**config.mk**
```make
export PLATFORM = sky130hd
export DESIGN_NAME = traffic_input_cond
export DESIGN_NICKNAME = d
export VERILOG_FILES = /design/src/rtl/traffic_pkg.sv /design/src/rtl/in_debounce.sv /design/src/rtl/traffic_input_cond.sv
export SDC_FILE = /design/constraint.sdc
export NUM_CORES = 1
export LEC_CHECK = 0
export BUFFER_PORTS_ARGS = -buffer_cell sky130_fd_sc_hd__buf_2
export CORE_MARGIN = 5
export CORE_UTILIZATION = 44
export DETAILED_ROUTE_END_ITERATION = 8
export GPL_ROUTABILITY_DRIVEN = 0
export SLEW_MARGIN = 20
export SYNTH_ARGS = -nofsm -noshare
export SYNTH_HDL_FRONTEND = slang
export SYNTH_HIERARCHICAL = 1
export SYNTH_SLANG_ARGS = --single-unit
```
**constraint.sdc**
```tcl
create_clock -name clk -period 1.8 [get_ports clk]
set_clock_uncertainty 0.15 [all_clocks]
set_input_delay 0.36 -clock clk [delete_from_list [all_inputs] [get_ports clk]]
set_output_delay 0.36 -clock clk [all_outputs]
set_load 0.02 [all_outputs]
```
**src/rtl/traffic_pkg.sv**
```systemverilog
// Shared definitions for the traffic-light controller and its input stage.
package traffic_pkg;

  typedef enum logic [1:0] {
    GREEN  = 2'd0,
    YELLOW = 2'd1,
    RED    = 2'd2
  } light_t;

  localparam int DEB_CYCLES_DEF  = 4;
  localparam int HOLD_CYCLES_DEF = 8;
  localparam int CNT_W_DEF       = 4;

endpackage

```
**src/rtl/in_debounce.sv**
```systemverilog
// Two-flop synchroniser followed by a counting debouncer for one raw input.
module in_debounce #(
  parameter int DEB_CYCLES = 4,
  parameter int CNT_W      = 4
) (
  input  logic clk,
  input  logic reset,
  input  logic raw,
  output logic deb
);

  logic             s1_reg;
  logic             s2_reg;
  logic             deb_reg;
  logic [CNT_W-1:0] cnt_reg;

  always_ff @(posedge clk or posedge reset) begin
    if (reset) begin
      s1_reg  <= 1'b0;
      s2_reg  <= 1'b0;
      deb_reg <= 1'b0;
      cnt_reg <= '0;
    end else begin
      s1_reg <= raw;
      s2_reg <= s1_reg;
      // the counter only advances on an unbroken run of disagreement
      if (s2_reg == deb_reg) begin
        cnt_reg <= '0;
      end else if (cnt_reg == CNT_W'(DEB_CYCLES - 1)) begin
        deb_reg <= s2_reg;
        cnt_reg <= '0;
      end else begin
        cnt_reg <= cnt_reg + 1'b1;
      end
    end
  end

  assign deb = deb_reg;

endmodule

```
**src/rtl/traffic_input_cond.sv**
```systemverilog
// Conditions raw sensors and buttons into stretched traffic flags and
// single-cycle parade/release pulses for the traffic-light FSMs.
module traffic_input_cond
  import traffic_pkg::*;
#(
  parameter int DEB_CYCLES  = DEB_CYCLES_DEF,
  parameter int HOLD_CYCLES = HOLD_CYCLES_DEF,
  parameter int CNT_W       = CNT_W_DEF
) (
  input  logic clk,
  input  logic reset,
  input  logic sa_raw,
  input  logic sb_raw,
  input  logic p_btn,
  input  logic r_btn,
  output logic ta,
  output logic tb,
  output logic p,
  output logic r
);

  logic [3:0] raw_vec;
  logic [3:0] deb_vec;
  logic [1:0] stretch;
  logic [1:0] btn_d_reg;

  assign raw_vec = {r_btn, p_btn, sb_raw, sa_raw};

  genvar gi;
  generate
    for (gi = 0; gi < 4; gi++) begin : g_chan
      in_debounce #(
        .DEB_CYCLES(DEB_CYCLES),
        .CNT_W     (CNT_W)
      ) u_deb (
        .clk  (clk),
        .reset(reset),
        .raw  (raw_vec[gi]),
        .deb  (deb_vec[gi])
      );
    end

    for (gi = 0; gi < 2; gi++) begin : g_stretch
      logic [CNT_W-1:0] hold_reg;

      // Reloading while deb is high means the edge on which deb falls leaves
      // hold at HOLD_CYCLES; while deb is high the OR below masks hold anyway.
      always_ff @(posedge clk or posedge reset) begin
        if (reset) begin
          hold_reg <= '0;
        end else if (deb_vec[gi]) begin
          hold_reg <= CNT_W'(HOLD_CYCLES);
        end else if (hold_reg != '0) begin
          hold_reg <= hold_reg - 1'b1;
        end
      end

      assign stretch[gi] = deb_vec[gi] | (hold_reg != '0);
    end
  endgenerate

  always_ff @(posedge clk or posedge reset) begin
    if (reset) begin
      btn_d_reg <= '0;
    end else begin
      btn_d_reg <= deb_vec[3:2];
    end
  end

  assign ta = stretch[0];
  assign tb = stretch[1];
  // release outranks parade when both rise together
  assign r  = deb_vec[3] & ~btn_d_reg[1];
  assign p  = deb_vec[2] & ~btn_d_reg[0] & ~r;

endmodule

```
==> results_dict.tcl, run 1 <==
set metrics [dict create \
    final_area_um2 2000 \
    wire_per_inst_um 13.3 \
    synth_area_um2 1670 \
    portBuffers 9 \
    dp_slack_ns 0.121 \
    antenna_cells 0 \
    yosys_register_bits 38 \
    place_area_um2 1780 \
    yosysTopAreaCell "dfrtp_1" \
    root_buffer "clkbuf_8" \
    largest_reg_flops 16 \
    num_vias 1093 \
    rsz0062_at_grt "yes" \
    grt_start_max_net_pins 12 \
    antenna_found_initial 0 \
    netlist_instances 132 \
    fmax_ghz 0.549 \
    cts_max_level 2 \
    synth_top_area_frac 0.568 \
    setup_ws_ns -0.0221 \
    die_h_um 71.7 \
    r2r_end "g_stretch[1].hold_reg[0]" \
    worst-slew-pin-transition_ns 0.367 \
    holdCritPathClass "input port to flip-flop" \
    cp.required_ns 1.29 \
    worstReg2RegStart "g_stretch[1].hold_reg[1]" \
    slew_viol_final 0 \
    syn_nets 144 \
    cts.sinks 38 \
    nNetsFinal 174 \
    cts_buffers 5 \
    ys_seq_area_frac 0.568 \
    synth_area_leaders "dfrtp_1 57%, ha_1 4.5%, nor3b_2 4.5%" \
    cts_tree "built" \
    ys_types 20 \
    holdPathStages 1 \
    die_w_um 71.7 \
    fill_cells 317 \
    finalCritPeriodShare 1.01 \
    cp-start-kind "flip-flop" \
    end_kind "primary output" \
    grt_pass1_wl_um 4700 \
    area_growth_pct 19.7 \
    core-area_um2 3660 \
    peakVddDrop_mv 0.711 \
    yosysWarnings 6 \
    drc 0 \
    fp.dieArea_um2 5140 \
    status "complete, but fails checks" \
    clkLatencyLatePin_ns 0.27 \
    grt.total_usage 0.119 \
    worst-r2r-cell-count 6 \
    seq_area_um2 951 \
    gr-total-overflow 0 \
    utilization 0.547 \
    hold_violations 0 \
    drtAntennaViolNets 0 \
    drt_wl_total_um 2790 \
    ios 10 \
    setup_viol 2 \
    clk_pin_slew_ns 0.07 \
    holdCritStartpoint "r_btn" \
    slew_headroom 0.755 \
    min_to "g_chan[3].u_deb/s1_reg" \
    vias_per_cell 5.20 \
    totalPowerFinal_mw 3.00 \
    arrival_ns 1.31 \
    rows 22 \
    violations "setup timing" \
    r2r_setup_slack_ns 0.18 \
    critPathKind "flip-flop to primary output" \
    clockBufferDepth 2 \
    drive_gt1_frac 0.278 \
    multi_input_area_um2 717 \
    cap_violations 0 \
    pwr_density_cell_nw_per_um2 1500 \
    hold_slack_ns 0.0384 \
    drt-initial-drc-count 42 \
    place_hpwl_um 1860 \
    min_period_ns 1.82 \
    worstPathMaxFanout 2 \
    p_leak_nw 0.890 \
    synth.avg_cell_area_um2 12.7 \
    start_util 0.457 \
    drt-pass1-iter-count 4 \
    first_global_vias 1126 \
]
[metal layers]
layer  up-vias  global-route usage  wire length [µm]
met5         -                   0                 0
met4         0              0.0543                32
met3         4              0.0491                91
met2        16               0.200              1420
met1       543               0.131              1250
li1        530                   -                 -
[Yosys cell counts]
cell type	count
nor3b_1	1
and4_1	4
nand3b_1	6
a21oi_1	10
nor3b_2	6
a2111oi_2	4
nor4_1	1
nand2b_1	8
nor2_1	5
a211o_1	2
ha_1	6
o22ai_1	4
nor3_1	5
inv_1	9
nor2b_1	9
mux2_2	4
o31a_1	2
xnor2_1	4
mux2_1	4
dfrtp_1	38
[cell families after synthesis]
logic type / after synthesis / synth area share
buffers and inverters: 9 / 0.0202
and+or+nand+nor: 45 / 0.191
AOI/OAI and AO/OA: 22 / 0.102
muxes: 8 / 0.0538
DFF: 38 / 0.568
adders and majority gates: 6 / 0.0448
xor gates and xnor gates: 4 / 0.0209
[worst max-delay path, stage by stage (launching register included)]
cell	delay, ns
dfrtp_1	0.38
inv_1	0.07
ha_2	0.17
nor3b_4	0.19
nand2b_1	0.09
buf_6	0.13
[area by class of cell]
type | count | share of cell area
Sequential cell | 38 | 0.475
Multi-Input combinational cell | 85 | 0.358
Timing Repair Buffer | 23 | 0.0824
Clock buffer | 7 | 0.0381
Tap cell | 48 | 0.0300
Inverter | 9 | 0.0169
[worst max path at each step]
stage	from	end	slack, ns	cells past startpoint
floorplan	g_chan[3].u_deb/deb	p	0.11	2
CTS	g_stretch[0].hold_reg[1]	ta	-0.02	5
detailed placement	g_stretch[0].hold_reg[0]	ta	0.12	5
global placement	g_stretch[1].hold_reg[0]	tb	0.21	5
finish	g_stretch[0].hold_reg[0]	ta	-0.02	5
global route	g_stretch[0].hold_reg[0]	ta	-0.11	5
[report_power, final]
part / switching [mW] / internal (mW) / total, mW
clock: 0.257 / 0.266 / 0.523
sequential: 0.255 / 1.09 / 1.34
combinational: 0.479 / 0.653 / 1.13
total: 0.991 / 2.00 / 3.00
[repair_timing]
item | in CTS | in global routing
setup buffers | 10 | 3
setup endpoints to repair | 3 | 2
hold buffers | 1 | 0
resized for setup | 11 | 0
pin swaps | 2 | 2
endpoints found under the hold margin | 38 | 0
[cell usage in the layout, fill, tap and decap left out, types with 2 or more instances in the layout]
cell | synthesis | final
buf_2 | 0 | 7
buf_4 | 0 | 13
buf_6 | 0 | 2
inv_2 | 0 | 2
o31a_1 | 2 | 2
inv_1 | 9 | 7
mux2_2 | 4 | 4
clkbuf_1 | 0 | 2
nor2_1 | 5 | 5
o22ai_1 | 4 | 4
clkbuf_8 | 0 | 5
xnor2_1 | 4 | 4
nand3b_1 | 6 | 6
a2111oi_2 | 4 | 4
mux2_1 | 4 | 4
nor3b_4 | 0 | 2
nor3b_2 | 6 | 4
a211o_1 | 2 | 2
and4_1 | 4 | 4
ha_1 | 6 | 4
nor3_1 | 5 | 5
nand2b_1 | 8 | 8
nor2b_1 | 9 | 9
dfrtp_1 | 38 | 38
a21oi_1 | 10 | 10
[per-stage QoR]
| stage | std cells | TNS, ns |
|---|---|---|
| 2_1_floorplan | 132 | 0 |
| 3_3_place_gp | 189 | 0 |
| 3_5_place_dp | 189 | 0 |
| 4_1_cts | 207 | -0.0188 |
| 5_1_grt | 210 | -0.201 |
| 6_report | 210 | -0.0235 |
Power figures use the tool's default switching activity.
==> run 2: changes to the inputs <==
==> constraint.sdc (replaced) <==
create_clock -name clk -period 1.5 [get_ports clk]
set_clock_uncertainty 0.15 [all_clocks]
set_input_delay 0.3 -clock clk [delete_from_list [all_inputs] [get_ports clk]]
set_output_delay 0.3 -clock clk [all_outputs]
set_load 0.02 [all_outputs]
==> run 2 against run 1 <==
The flow still finishes with violations (setup timing). Clock power rose by 32%. Non-clock buffer count rose by 9. Worst setup slack got worse by 0.28 ns. Sequential share of layout area fell by 3.3 points. Critical path depth did not move. Sequential cell count did not move. Utilization rose by 4.1 points. Global-route usage rose by 0.93 points. Critical endpoint unchanged. Largest power group is now combinational logic.
==> results_dict.tcl, run 2 (synthesis gave the netlist of run 1 again) <==
set metrics [dict create \
    violations "setup timing" \
    r2r_end "g_stretch[0].hold_reg[1]" \
    cts_tree "built" \
    worstPathMaxFanout 3 \
    rsz0062_at_grt "yes" \
    die_w_um 71.7 \
    hold_slack_ns 0.205 \
    end_kind "primary output" \
    start_util 0.457 \
    drtAntennaViolNets 0 \
    slowest_delay_ns 0.38 \
    r2r_setup_slack_ns -0.03 \
    largest_reg_flops 16 \
    drt_wl_total_um 2980 \
    worst-r2r-cell-count 5 \
    drive_gt1_frac 0.320 \
    final_common_cell "dfrtp_1" \
    cap_violations 0 \
    pwr_density_cell_nw_per_um2 1820 \
    cts.sinks 38 \
    cp-start-kind "flip-flop" \
    slowest_stage "dfrtp_1" \
    vias_per_cell 5.12 \
    setup_viol 6 \
    holdPathStages 0 \
    arrival_ns 1.35 \
    status "complete, but fails checks" \
    num_vias 1126 \
    min_period_ns 1.80 \
    cts_max_level 2 \
    ios 10 \
    final_cell_mix "37 x dfrtp_1, 17 x buf_4, 10 x a21oi_1" \
    path_buf_inv 2 \
    clkLatencyLatePin_ns 0.28 \
    antenna_found_initial 0 \
    die_h_um 71.7 \
    area_growth_pct 28.6 \
    first_global_vias 1185 \
    holdCritPathClass "flip-flop to flip-flop" \
    p_leak_nw 0.958 \
    place_hpwl_um 2070 \
    drc 0 \
    path_cells "inv_1 > ha_2 > nor3b_4 > nand2b_1 > buf_6" \
    worst-slew-pin-transition_ns 0.388 \
    peakVddDrop_mv 1.15 \
    min_to "g_chan[3].u_deb/s2_reg" \
    drt-initial-drc-count 29 \
    root_buffer "clkbuf_8" \
    gr-total-overflow 0 \
    setup_ws_ns -0.298 \
    cp.required_ns 1.05 \
    clockBufferDepth 2 \
    grt_pass1_wl_um 5210 \
    utilization 0.588 \
    finalCritPeriodShare 1.20 \
    grt.total_usage 0.128 \
    fp.dieArea_um2 5140 \
    slew_headroom 0.741 \
    grt_start_max_net_pins 12 \
    rows 22 \
    clk_pin_slew_ns 0.07 \
    fill_cells 289 \
    worstReg2RegStart "g_stretch[0].hold_reg[1]" \
    fmax_ghz 0.556 \
    hold_violations 0 \
    place_area_um2 1840 \
    slew_viol_final 0 \
    nNetsFinal 183 \
    drt-pass1-iter-count 4 \
    final_area_um2 2150 \
    critPathTopFamily "flip-flops" \
    portBuffers 9 \
    critPathKind "flip-flop to primary output" \
    cts_buffers 5 \
    holdCritStartpoint "g_chan[3].u_deb/s1_reg" \
    antenna_cells 0 \
    core-area_um2 3660 \
    wire_per_inst_um 13.5 \
]
run 2: cell count changes in the layout (fill, tap and decap cells not counted), sizes merged:
cell	change
dlygate4sd3	+4
buf	+5
clkinv	+1
run 2: worst max-delay path by stage:
stage | startpoint | end | slack, ns | cells after the start
floorplan | g_stretch[1].hold_reg[0] | tb | 0.02 | 4
global placement | g_stretch[1].hold_reg[1] | tb | 0.02 | 5
detailed placement | g_stretch[1].hold_reg[1] | tb | -0.09 | 5
CTS | g_stretch[0].hold_reg[0] | ta | -0.33 | 5
global route | g_stretch[0].hold_reg[0] | ta | -0.40 | 5
finish | g_stretch[0].hold_reg[1] | ta | -0.30 | 5
run 2: metrics by stage:
stage,cells,TNS [ns],power (mW),setup WS (ns)
2_1_floorplan,132,0,2.36,0.0230
3_3_place_gp,197,0,2.72,0.0181
3_5_place_dp,197,-0.163,2.79,-0.0927
4_1_cts,215,-0.737,3.80,-0.325
5_1_grt,220,-1.17,4.22,-0.396
6_report,220,-0.724,3.91,-0.298
run 2: worst reg2reg max path, cell delays in order (launching register included):
cell	delay, ns
dfrtp_1	0.38
inv_1	0.06
ha_2	0.17
nor3b_4	0.22
buf_4	0.15
mux2_4	0.29
run 2: routing by layer:
| metal | global-route usage | wire (µm) | up-vias |
|---|---|---|---|
| met5 | 0 | 0 | - |
| li1 | - | - | 550 |
| met3 | 0.0379 | 83 | 2 |
| met1 | 0.154 | 1280 | 564 |
| met4 | 0.0418 | 16 | 0 |
| met2 | 0.220 | 1590 | 10 |
run 2: power by group:
group	internal, mW	leakage (nW)	switching, mW	total, mW
Sequential	1.31	0.477	0.292	1.60
Combinational	0.978	0.433	0.645	1.62
Clock	0.370	0.0482	0.322	0.692
Total	2.65	0.958	1.26	3.91
run 2: timing repair:
action | in CTS | in global routing
endpoints found under the hold margin | 42 | 0
pin swaps | 2 | 4
resized for setup | 17 | 9
hold buffers | 5 | 0
setup endpoints to repair | 6 | 10
setup buffers | 5 | 6
run 2: final cells by class:
class | instances | area, µm² | area share
flip-flops and latches | 38 | 952 | 0.442
multi-input cells | 85 | 757 | 0.352
repair buffers | 32 | 259 | 0.120
clock buffers | 7 | 86.3 | 0.0401
well taps | 48 | 60.1 | 0.0279
inverters | 9 | 33.8 | 0.0157
clock inverters | 1 | 5.00 | 0.00232
==> run 3: changes to the inputs <==
--- a/config.mk
+++ b/config.mk
@@ -7,7 +7,7 @@
 export LEC_CHECK = 0
 export BUFFER_PORTS_ARGS = -buffer_cell sky130_fd_sc_hd__buf_2
 export CORE_MARGIN = 5
-export CORE_UTILIZATION = 44
+export CORE_UTILIZATION = 30
 export DETAILED_ROUTE_END_ITERATION = 8
 export GPL_ROUTABILITY_DRIVEN = 0
 export SLEW_MARGIN = 20
==> run 3 against run 2 <==
The run still ends with setup timing left. Non-clock buffer count unchanged. Combinational power grew 4%. First-iteration DRC count increased by 48%. Power increased by 10%. Critical path type unchanged. Clock power increased by 55%.
==> results_dict.tcl, run 3 (synthesis gave the netlist of run 1 again) <==
set metrics [dict create \
    vias_per_cell 4.81 \
    first_global_vias 1213 \
    peakVddDrop_mv 0.716 \
    status "complete, but fails checks" \
    cts_buffers 5 \
    start_util 0.306 \
    ios 10 \
    cts.sinks 38 \
    portBuffers 9 \
    fmax_ghz 0.559 \
    dp_slack_ns -0.0750 \
    die_w_um 84.7 \
    totalPowerFinal_mw 4.31 \
    cp-start-kind "flip-flop" \
    path_cells "inv_2 > ha_4 > nor3b_4 > nand2b_1 > buf_6" \
    grt_pass1_wl_um 5550 \
    nNetsFinal 183 \
    antenna_found_initial 0 \
    pwr_density_cell_nw_per_um2 1940 \
    grt_start_max_net_pins 13 \
    core-area_um2 5470 \
    arrival_ns 1.34 \
    wire_per_inst_um 13.1 \
    drt-pass1-iter-count 4 \
    largest_reg_flops 16 \
    final.setup.tns_ns -0.771 \
    drive_gt1_frac 0.320 \
    root_buffer "clkbuf_8" \
    cp.required_ns 1.05 \
    rows 27 \
    finalCritPeriodShare 1.19 \
    area_growth_pct 33.0 \
    violations "setup timing" \
    worstPathMaxFanout 2 \
    hold_violations 0 \
    rsz0062_at_grt "yes" \
    num_vias 1173 \
    gr-total-overflow 0 \
    drc 0 \
    slowest_delay_ns 0.40 \
    slew_viol_final 0 \
    worst-slew-pin-transition_ns 0.380 \
    clkLatencyLatePin_ns 0.29 \
    path_buf_inv 2 \
    cts_max_level 2 \
    slew_headroom 0.747 \
    critPathKind "flip-flop to primary output" \
    min_period_ns 1.79 \
    drtAntennaViolNets 0 \
    clockBufferDepth 2 \
    drt_wl_total_um 3200 \
    slowest_stage "dfrtp_1" \
    final_cell_mix "38 x dfrtp_1, 16 x buf_4, 10 x a21oi_1" \
    utilization 0.407 \
    critPathTopFamily "flip-flops" \
    holdCritPathClass "flip-flop to flip-flop" \
    antenna_cells 0 \
    setup_ws_ns -0.288 \
    die_h_um 84.7 \
    grt.total_usage 0.0975 \
    p_leak_nw 0.983 \
    fp.dieArea_um2 7170 \
    place_hpwl_um 2360 \
    final_common_cell "dfrtp_1" \
    drt-initial-drc-count 43 \
    setup_viol 7 \
    end_kind "primary output" \
    fin_cells 244 \
    cts_tree "built" \
    clk_pin_slew_ns 0.07 \
    cap_violations 0 \
    dpl.cell_count 223 \
]
-- run 3: changes by cell type in the layout (fill, tap and decap cells not counted) --
cell,before,now
buf_4,17,16
buf_6,5,6
bufinv_16,0,2
clkbuf_1,1,0
clkinv_2,1,0
dfrtp_1,37,38
dfrtp_2,1,0
mux2_2,0,1
mux2_4,4,3
nor3b_2,3,4
nor3b_4,4,3
-- run 3: final cells by class --
cell class	instances	area, µm²
Clock buffer	6	82.6
Clock inverter	2	60.1
Fill cell	518	3250
Inverter	9	33.8
Multi-Input combinational cell	85	747
Sequential cell	38	951
Tap cell	72	90.1
Timing Repair Buffer	32	263
-- run 3: what timing repair did --
action | in CTS | in global routing
pin swaps | 3 | 4
endpoints found under the setup margin | 8 | 9
resized for setup | 20 | 4
cloned | 0 | 0
setup buffers | 5 | 5
hold buffers | 5 | 0
endpoints found under the hold margin | 42 | 0
-- run 3: report_power, final --
group / switching, mW / total, mW / internal, mW / leakage, nW
combinational: 0.698 / 1.68 / 0.977 / 0.433
sequential: 0.266 / 1.57 / 1.30 / 0.478
clock: 0.361 / 1.07 / 0.709 / 0.0714
-- run 3: layer usage --
| metal | wire length (µm) | GRT usage |
|---|---|---|
| met5 | 0 | 0 |
| met4 | 46 | 0.0374 |
| met3 | 111 | 0.0304 |
| met2 | 1670 | 0.163 |
| met1 | 1370 | 0.117 |
-- run 3: path summary, 6_finish.rpt --
check | depth (start not counted) | startpoint | slack [ns] | endpoint
max | 5 | g_stretch[1].hold_reg[1] | -0.29 | tb
min | 0 | g_chan[2].u_deb/s1_reg | 0.20 | g_chan[2].u_deb/s2_reg
max reg2reg | 5 | g_stretch[1].hold_reg[1] | -0.06 | g_stretch[1].hold_reg[1]
min reg2reg | 0 | g_chan[2].u_deb/s1_reg | 0.20 | g_chan[2].u_deb/s2_reg
max in group asynchronous | 3 | reset | 0.50 | g_stretch[1].hold_reg[1]
min in group asynchronous | 3 | reset | 0.37 | g_chan[3].u_deb/cnt_reg[0]
-- run 3: through the flow --
stage | hold slack [ns] | area, µm²
floorplan | -0.0466 | 1680
global placement | 0.130 | 1890
detailed placement | 0.143 | 1890
CTS | 0.204 | 2190
global route | 0.219 | 2230
finish | 0.201 | 2230
